`src/rtl/display_scan_mux.sv`:
```
// display_scan_mux: time-multiplexed channel scanner for a multi-digit display.
// An internal sequencer walks through the channels one slot at a time. Each
// slot opens with a dead time in which every anode is off (anti-ghosting), and
// the rest of the slot shows the selected channel. Channels can be blanked.
// Optional feature macro: SCAN_MUX_SNAPSHOT_EN. When it is defined, the channel
// values are captured once per frame so that a frame never mixes old and new
// values. When it is undefined, data_in is shown live.
module display_scan_mux #(
  parameter int CHANNELS    = 4,
  parameter int WIDTH       = 4,
  parameter int REFRESH_DIV = 50000,
  parameter int DEAD_CYCLES = 500,
  localparam int SEL_W      = (CHANNELS > 1) ? $clog2(CHANNELS) : 1
) (
  input  logic                      clk,
  input  logic                      reset_n,
  input  logic                      en,
  input  logic [CHANNELS*WIDTH-1:0] data_in,
  input  logic [CHANNELS-1:0]       blank_mask,
  output logic [WIDTH-1:0]          out,
  output logic [SEL_W-1:0]          sel,
  output logic [CHANNELS-1:0]       an_n,
  output logic                      frame_done
);

  localparam int CNT_W = (REFRESH_DIV > 1) ? $clog2(REFRESH_DIV) : 1;
  localparam logic [CNT_W-1:0] SLOT_LAST = CNT_W'(REFRESH_DIV - 1);
  localparam logic [CNT_W-1:0] DEAD_LAST = (DEAD_CYCLES > 0) ? CNT_W'(DEAD_CYCLES - 1) : '0;
  localparam logic [SEL_W-1:0] SEL_LAST  = SEL_W'(CHANNELS - 1);

  typedef enum logic [1:0] {IDLE, DEAD, SHOW} state_t;

  state_t             state, stateNext;
  logic [CNT_W-1:0]   cnt, cntNext;
  logic [SEL_W-1:0]   selNext;
  logic               slotEnd;
  logic               frameEnd;
  logic               lit;
  logic               maskBit;
  logic [WIDTH-1:0]   chanVal;
  logic [CHANNELS*WIDTH-1:0] srcData;

  assign slotEnd  = (cnt == SLOT_LAST);
  assign frameEnd = en && (state == SHOW) && slotEnd && (sel == SEL_LAST);

`ifdef SCAN_MUX_SNAPSHOT_EN
  logic [CHANNELS*WIDTH-1:0] shadow;

  // Capture the channel values on scan start and on every frame wrap.
  always_ff @(posedge clk) begin
    if (!reset_n) begin
      shadow <= '0;
    end else if ((state == IDLE && en) || frameEnd) begin
      shadow <= data_in;
    end
  end

  assign srcData = shadow;
`else
  assign srcData = data_in;
`endif

  // Sequencer registers: state, position inside the slot, and current channel.
  always_ff @(posedge clk) begin
    if (!reset_n) begin
      state <= IDLE;
      cnt   <= '0;
      sel   <= '0;
    end else begin
      state <= stateNext;
      cnt   <= cntNext;
      sel   <= selNext;
    end
  end

  // Next-state logic: dead time, then show, then advance to the next channel.
  always_comb begin
    stateNext = state;
    cntNext   = cnt;
    selNext   = sel;
    if (!en) begin
      stateNext = IDLE;
      cntNext   = '0;
      selNext   = '0;
    end else begin
      case (state)
        IDLE: begin
          cntNext   = '0;
          selNext   = '0;
          stateNext = (DEAD_CYCLES == 0) ? SHOW : DEAD;
        end
        DEAD: begin
          cntNext = cnt + CNT_W'(1);
          if (cnt == DEAD_LAST) begin
            stateNext = SHOW;
          end
        end
        SHOW: begin
          if (slotEnd) begin
            cntNext   = '0;
            selNext   = (sel == SEL_LAST) ? '0 : sel + SEL_W'(1);
            stateNext = (DEAD_CYCLES == 0) ? SHOW : DEAD;
          end else begin
            cntNext = cnt + CNT_W'(1);
          end
        end
        default: begin
          stateNext = IDLE;
          cntNext   = '0;
          selNext   = '0;
        end
      endcase
    end
  end

  // Pick the selected channel value and its blank bit.
  always_comb begin
    chanVal = '0;
    maskBit = 1'b1;
    for (int k = 0; k < CHANNELS; k++) begin
      if (sel == SEL_W'(k)) begin
        chanVal = srcData[k*WIDTH +: WIDTH];
        maskBit = blank_mask[k];
      end
    end
  end

  assign lit = (state == SHOW) && !maskBit;

  // Registered display outputs and the end-of-frame pulse.
  always_ff @(posedge clk) begin
    if (!reset_n) begin
      out        <= '0;
      an_n       <= '1;
      frame_done <= 1'b0;
    end else begin
      if (lit) begin
        out  <= chanVal;
        an_n <= ~(CHANNELS'(1) << sel);
      end else begin
        out  <= '0;
        an_n <= '1;
      end
      frame_done <= frameEnd;
    end
  end

endmodule

```
`config.mk`:
```
export PLATFORM = sky130hd
export DESIGN_NAME = display_scan_mux
export DESIGN_NICKNAME = d
export VERILOG_FILES = /design/src/rtl/display_scan_mux.sv
export SDC_FILE = /design/constraint.sdc
export NUM_CORES = 1
export LEC_CHECK = 0
export BUFFER_PORTS_ARGS = -buffer_cell sky130_fd_sc_hd__buf_2
export CORE_MARGIN = 4
export CORE_UTILIZATION = 53
export DETAILED_ROUTE_END_ITERATION = 8
export PLACE_DENSITY = 0.76
export RECOVER_POWER = 100
export SKIP_CTS_REPAIR_TIMING = 1
export SLEW_MARGIN = 20
export SYNTH_ARGS = -nofsm -noshare
export SYNTH_HDL_FRONTEND = slang
export SYNTH_SLANG_ARGS = --single-unit
```
`constraint.sdc`:
```
create_clock -name clk -period 2.3 [get_ports clk]
set_input_delay 0.115 -clock clk [delete_from_list [all_inputs] [get_ports clk]]
set_output_delay 0.115 -clock clk [all_outputs]
set_load 0.01 [all_outputs]
```
==> impl_results.md, run 1 <==
* Post-route fraction of the period consumed by the critical path at 88.4%
* Clock tree from TritonCTS: built
* First-pass GRT wire length at 5380 um
* Post-synthesis async set-or-reset flop share at 0%
* Deepest level of the CTS H-tree at 2
* Number of clock sinks at 29
* Multi-input gate area in the final layout at 833 um2
* Final-stage net count at 233
* Top cell types by occurrence after synthesis: 29 x sky130_fd_sc_hd__dfxtp_1, 16 x sky130_fd_sc_hd__nand2_1, 15 x sky130_fd_sc_hd__nor2_1, 10 x sky130_fd_sc_hd__inv_1, 10 x sky130_fd_sc_hd__xor2_1
* Overall die width at 61.4 um
* Routed wire length at 3300 um
* Clock root buffer master: sky130_fd_sc_hd__clkbuf_4
* Via count of the routed design at 1314
* Net Count, Synth at 198
* Summed instance area of the synthesized netlist at 0.00151 mm2
* Flop and latch count out of synthesis at 29
* Total clock buffers created by CTS at 5
* Number of placed cells counting well taps at 225
* Final number of setup-violating endpoints at 0
* Number of antenna violations at the first check in global routing at 0
* Fraction of post-synthesis cell area in the top cell type by area at 38.4%
* Wire length on met3 at 268 um
* Final Max Tran Viols at 0
* Sequential cell area fraction in the yosys report at 38.4%
* Number of global-route vias before repair at 1248
* Vertical die dimension at 61.4 um
* Power per cell area at 606 mW/mm2
* Initial core utilization at 55.3%
* Total overflow reported by the global router at 0
* Number of instances in the synthesized netlist at 166
* Final core utilization at 64.3%
* Maximum buffer depth of the clock tree at 2
* RSZ-0062 raised after global routing: no
* Residual DRC count at 0
* Total met2 wirelength after detailed routing at 1660 um
* Top layer in use: met4
* CP Class: flop to flop
* Final HPWL from detailed placement at 2450 um
* Clock insertion delay at the later pin of the skew report at 0.33 ns
* Max-cap violation count at 0
* Distinct cell type count after synthesis at 40
* Input/output buffers at 33
* Fin crit period at 2.03 ns
* Number of fillers in the final layout at 241
* DP Area at 0.00169 mm2
* Final RePlAce weighted congestion at 0.748
* First-pass iteration count of the detailed router at 4
* Design area at 0.00176 mm2
* Type of destination of the critical path: flop
* Area Overhead vs Synth at 16.1%
* Ratio of cells with drive above 1 in the final layout at 19.8%
* Number of nets with antenna violations after detailed routing at 0
* Final-report hold violation count at 0
* Cell with the most instances after synthesis: sky130_fd_sc_hd__dfxtp_1
* Synth warnings at 0
* Per-cell routed wire length at 14.1 um
* Mean Syn Cell Area at 9.11 um2
* Maximum vdd ir drop at 0.559 mV
* Drt via density at 5.64
* Setup total negative slack at 0 ns
* Run status: complete, no violations
* Wire length on met1 at 1310 um
* Fmax at 0.492 GHz
* Pre-CTS setup slack at 0.343 ns
* Top area cells in the synthesized netlist: sky130_fd_sc_hd__dfxtp_1 38%, sky130_fd_sc_hd__ha_1 7.4%, sky130_fd_sc_hd__xor2_1 5.8%
* Die Footprint at 0.00377 mm2
* Biggest area consumer among synthesized cells: sky130_fd_sc_hd__dfxtp_1
* Number of placement rows at 19
* I/O pin total at 34
* Total area of sequential cells at 581 um2
* Hold Path Class: input pin to flop
* Tot GR Track Use at 19.4%
* Layout Cells excl Fill at 233
* Detailed Route Iter0 Violations at 78
* Pin count of the biggest net entering global routing at 17
* Worst slew slack as a fraction of its limit at 70.3%
* Critical Path AT at 2.28 ns
* Critical path data required time at 2.55 ns
* Type of origin of the critical path: flop
* Final hold slack at 0.0209 ns
* Number of synthesized flops with an enable pin at 0
* Setup slack after layout at 0.267 ns
* Antenna diode count at 0
* Post-layout total power at 1.06 mW
* Most frequently used flop master after synthesis: sky130_fd_sc_hd__dfxtp_1
* Leakage power of the design at 0.678 nW
* Critical-path maximum fanout at 8
* Post-route clock skew at 0.0114 ns
* Total core area at 0.00273 mm2
* Clock-pin transition on the worst setup and hold timing paths at 0.10 ns
* Tightest Pin Transition at 0.446 ns
## registers in the layout, summed over array words and instances (netlist names)
signal	cells
cnt	16
state	2
frame_done	1
an_n	4
sel	2
out	4
## layout by cell type, fill, tap and decap left out, types with 2 or more instances in the layout
cell type and count:
sky130_fd_sc_hd__buf_2 22, sky130_fd_sc_hd__o2111ai_1 2, sky130_fd_sc_hd__nor2_1 15, sky130_fd_sc_hd__clkbuf_1 11, sky130_fd_sc_hd__or3_1 2, sky130_fd_sc_hd__a211o_1 4
sky130_fd_sc_hd__and4_1 2, sky130_fd_sc_hd__nor2b_1 5, sky130_fd_sc_hd__and3_2 2, sky130_fd_sc_hd__or4_1 4, sky130_fd_sc_hd__bufinv_16 2, sky130_fd_sc_hd__o31ai_1 2
sky130_fd_sc_hd__nand2_1 16, sky130_fd_sc_hd__o21ai_0 3, sky130_fd_sc_hd__nand3_1 5, sky130_fd_sc_hd__nand2b_1 2, sky130_fd_sc_hd__nand4_1 7, sky130_fd_sc_hd__xor2_1 10
sky130_fd_sc_hd__a221oi_1 4, sky130_fd_sc_hd__dfxtp_1 29, sky130_fd_sc_hd__ha_1 9, sky130_fd_sc_hd__a21oi_1 9, sky130_fd_sc_hd__xnor2_1 2, sky130_fd_sc_hd__clkbuf_4 5
sky130_fd_sc_hd__inv_1 10
## worst max-delay path: stages (launching register included)
cell,delay [ns]
sky130_fd_sc_hd__dfxtp_1,0.38
sky130_fd_sc_hd__ha_1,0.22
sky130_fd_sc_hd__and3_2,0.29
sky130_fd_sc_hd__a41oi_2,0.24
sky130_fd_sc_hd__or4_1,0.59
sky130_fd_sc_hd__a211oi_1,0.24
## worst paths after layout
kind                            cells after the start   startpoint       end  slack, ns
worst max-delay path                                5       cnt[0]  state[1]       0.27
worst min-delay path                                3  data_in[13]    out[1]       0.02
worst max register to register                      5       cnt[0]  state[1]       0.27
worst min register to register                      1       cnt[0]    cnt[0]       0.49
## logic make-up after synthesis
group,share of synthesized area (%)
AOI/OAI and AO/OA,16.1
xor gates and xnor gates,6.95
adders and majority gates,7.44
buffers and inverters,5.05
DFF,38.4
and+or+nand+nor,26.1
## where the power goes
group / internal, mW / leakage (nW) / switching (mW)
combinational: 0.0246 / 0.389 / 0.0187
clock: 0.336 / 0.0552 / 0.180
sequential: 0.503 / 0.234 / 0.00164
total: 0.864 / 0.678 / 0.200
## final cells by class
| cell class | count | area share [%] |
|---|---|---|
| clock buffer | 5 | 2.14 |
| sequential | 29 | 33.0 |
| timing repair buffer | 35 | 9.33 |
| multi-input combinational | 120 | 47.4 |
| tap | 31 | 2.21 |
| inverter | 10 | 2.14 |
| clock inverter | 3 | 3.70 |
## layer usage
metal,up-vias,GRT usage (%)
li1,662,-
met1,596,20.3
met2,47,35.5
met3,9,4.82
met4,0,10.0
met5,-,0
Power figures use the tool's default switching activity.
==> inputs of run 2 (changes only) <==
--- a/config.mk
+++ b/config.mk
@@ -5,11 +5,13 @@
 export SDC_FILE = /design/constraint.sdc
 export NUM_CORES = 1
 export LEC_CHECK = 0
-export BUFFER_PORTS_ARGS = -buffer_cell sky130_fd_sc_hd__buf_2
+export BUFFER_PORTS_ARGS = -buffer_cell sky130_fd_sc_hd__clkbuf_2
+export CELL_PAD_IN_SITES_DETAIL_PLACEMENT = 0
+export CELL_PAD_IN_SITES_GLOBAL_PLACEMENT = 1
 export CORE_MARGIN = 4
-export CORE_UTILIZATION = 53
+export CORE_UTILIZATION = 40
 export DETAILED_ROUTE_END_ITERATION = 8
-export PLACE_DENSITY = 0.76
+export PLACE_DENSITY = 0.77
 export RECOVER_POWER = 100
 export SKIP_CTS_REPAIR_TIMING = 1
 export SLEW_MARGIN = 20
==> run 2 against run 1 <==
Register-to-register slack got worse by 0.02 ns; clock skew decreased by 0.0035 ns; non-clock buffer count unchanged; clock power decreased by 12%.
==> impl_results.md, run 2 (synthesis results as in run 1) <==
* Power per cell area at 562 mW/mm2
* Per-cell routed wire length at 12.9 um
* Fin crit period at 2.05 ns
* Setup total negative slack at 0 ns
* Number of placement rows at 22
* R2R cell count at 5
* Initial core utilization at 41.3%
* Antenna diode count at 0
* Maximum single-stage delay on the critical path at 0.58 ns
* Cell-by-cell listing of the critical path: ha_1, and3_2, a41oi_2, or4_1, a211oi_1
* Number of fillers in the final layout at 372
* DP Area at 0.00171 mm2
* Post-route clock skew at 0.00794 ns
* Hold Path Class: input pin to flop
* Area Overhead vs Synth at 17.9%
* Number of nets with antenna violations after detailed routing at 0
* First-pass iteration count of the detailed router at 4
* Vertical die dimension at 69.5 um
* Registers with the most flip-flops: cnt: 16 flops, an_n: 4 flops, out: 4 flops
* Final hold slack at 0.0682 ns
* Tightest Pin Transition at 0.456 ns
* First-pass GRT wire length at 5630 um
* Launching point of the worst reg2reg path: cnt[0]
* Final-stage net count at 233
* CP Class: flop to flop
* Critical Path AT at 2.23 ns
* Deepest level of the CTS H-tree at 2
* Largest register by flop count: cnt
* Run status: complete, no violations
* Tot GR Track Use at 14.2%
* Hold path depth at 3
* Ratio of cells with drive above 1 in the final layout at 20.3%
* Design area at 0.00178 mm2
* Global routing usage on met3 at 5.07%
* Global-route met1 utilization at 16.8%
* Final HPWL from detailed placement at 2500 um
* Residual DRC count at 0
* Final core utilization at 48.7%
* I/O pin total at 34
* Pre-CTS setup slack at 0.360 ns
* Total core area at 0.00366 mm2
* Max-cap violation count at 0
* Met2 track utilization from global routing at 23.5%
* Input/output buffers at 33
* Type of origin of the critical path: flop
* Via count of the routed design at 1287
* Pin count of the biggest net entering global routing at 17
* Final Max Tran Viols at 0
* Number of flip-flops in the largest register at 16
* Post-layout total power at 1.00 mW
* Clock-pin transition on the worst setup and hold timing paths at 0.06 ns
* Hold-critical path endpoint: out[0]
* Commonest non-fill, non-tap cell in the layout: sky130_fd_sc_hd__dfxtp_1
* Type of destination of the critical path: flop
* Layout Cells excl Fill at 250
* Fmax at 0.488 GHz
* Maximum vdd ir drop at 0.360 mV
* Clock root buffer master: sky130_fd_sc_hd__clkbuf_8
* Post-route fraction of the period consumed by the critical path at 89.1%
* RSZ-0062 raised after global routing: no
* FF-to-FF End: state[1]
* Top library cells by usage in the layout, fill and taps aside: 29 x sky130_fd_sc_hd__dfxtp_1, 23 x sky130_fd_sc_hd__clkbuf_2, 16 x sky130_fd_sc_hd__nand2_1, 15 x sky130_fd_sc_hd__nor2_1, 11 x sky130_fd_sc_hd__clkbuf_1
* R2R setup slack at 0.25 ns
* Min-delay src: data_in[12]
* Critical path data required time at 2.48 ns
* Clock insertion delay at the later pin of the skew report at 0.28 ns
* Detailed Route Iter0 Violations at 67
* Drt via density at 5.15
* Final number of setup-violating endpoints at 0
* Critical-path maximum fanout at 8
* Number of placed cells counting well taps at 242
* Setup slack after layout at 0.251 ns
* Most crowded layer after global routing: met2
* Total clock buffers created by CTS at 5
* Clock tree from TritonCTS: built
* Max stage delay cell, worst path: sky130_fd_sc_hd__or4_1
* Final RePlAce weighted congestion at 0.810
* Worst slew slack as a fraction of its limit at 69.6%
* Maximum buffer depth of the clock tree at 2
* Total overflow reported by the global router at 0
* Leakage power of the design at 0.682 nW
* Die Footprint at 0.00483 mm2
* Final-report hold violation count at 0
* Number of clock sinks at 29
* Routed wire length at 3220 um
* Number of global-route vias before repair at 1297
* Overall die width at 69.5 um
* Number of antenna violations at the first check in global routing at 0
[run 2: changes by cell type in the layout (fill, tap and decap cells not counted), sizes merged]
cell    previous run  this run
clkbuf            17        41
buf               23         1
bufinv             2         0
[run 2: layout make-up]
cell class	count	area (um2)	area share [%]
clock buffers	7	96.3	5.40
clock inverters	1	5.00	0.281
inverters	10	37.5	2.11
multi-input cells	120	840	47.1
flip-flops and latches	29	581	32.6
well taps	48	60.1	3.37
repair buffers	35	164	9.19
[run 2: layer usage]
| metal | vias up | wire length, um |
|---|---|---|
| met2 | 24 | 1520 |
| met3 | 4 | 146 |
| met1 | 596 | 1510 |
| met4 | 0 | 36 |
| met5 | - | 0 |
| li1 | 663 | - |
[run 2: worst max path at each step]
stage,start,to
2_1_floorplan,cnt[0],state[1]
3_3_place_gp,cnt[0],state[1]
3_5_place_dp,cnt[0],state[1]
4_1_cts,cnt[0],state[1]
5_1_grt,cnt[0],state[1]
6_report,cnt[0],state[1]
[run 2: critical path, delay by kind of cell, from the launching register on]
kind | cells | cell delay [ns]
AO/OA/AOI/OAI | 2 | 0.50
flip-flops | 1 | 0.37
adder cells (fa/ha/maj) | 1 | 0.21
AND/OR/NAND/NOR | 2 | 0.88
[run 2: power by group]
part / leakage [nW] / switching, mW / internal [mW]
sequential: 0.234 / 0.00157 / 0.504
combinational: 0.394 / 0.0186 / 0.0247
clock: 0.0542 / 0.183 / 0.270
total: 0.682 / 0.203 / 0.798
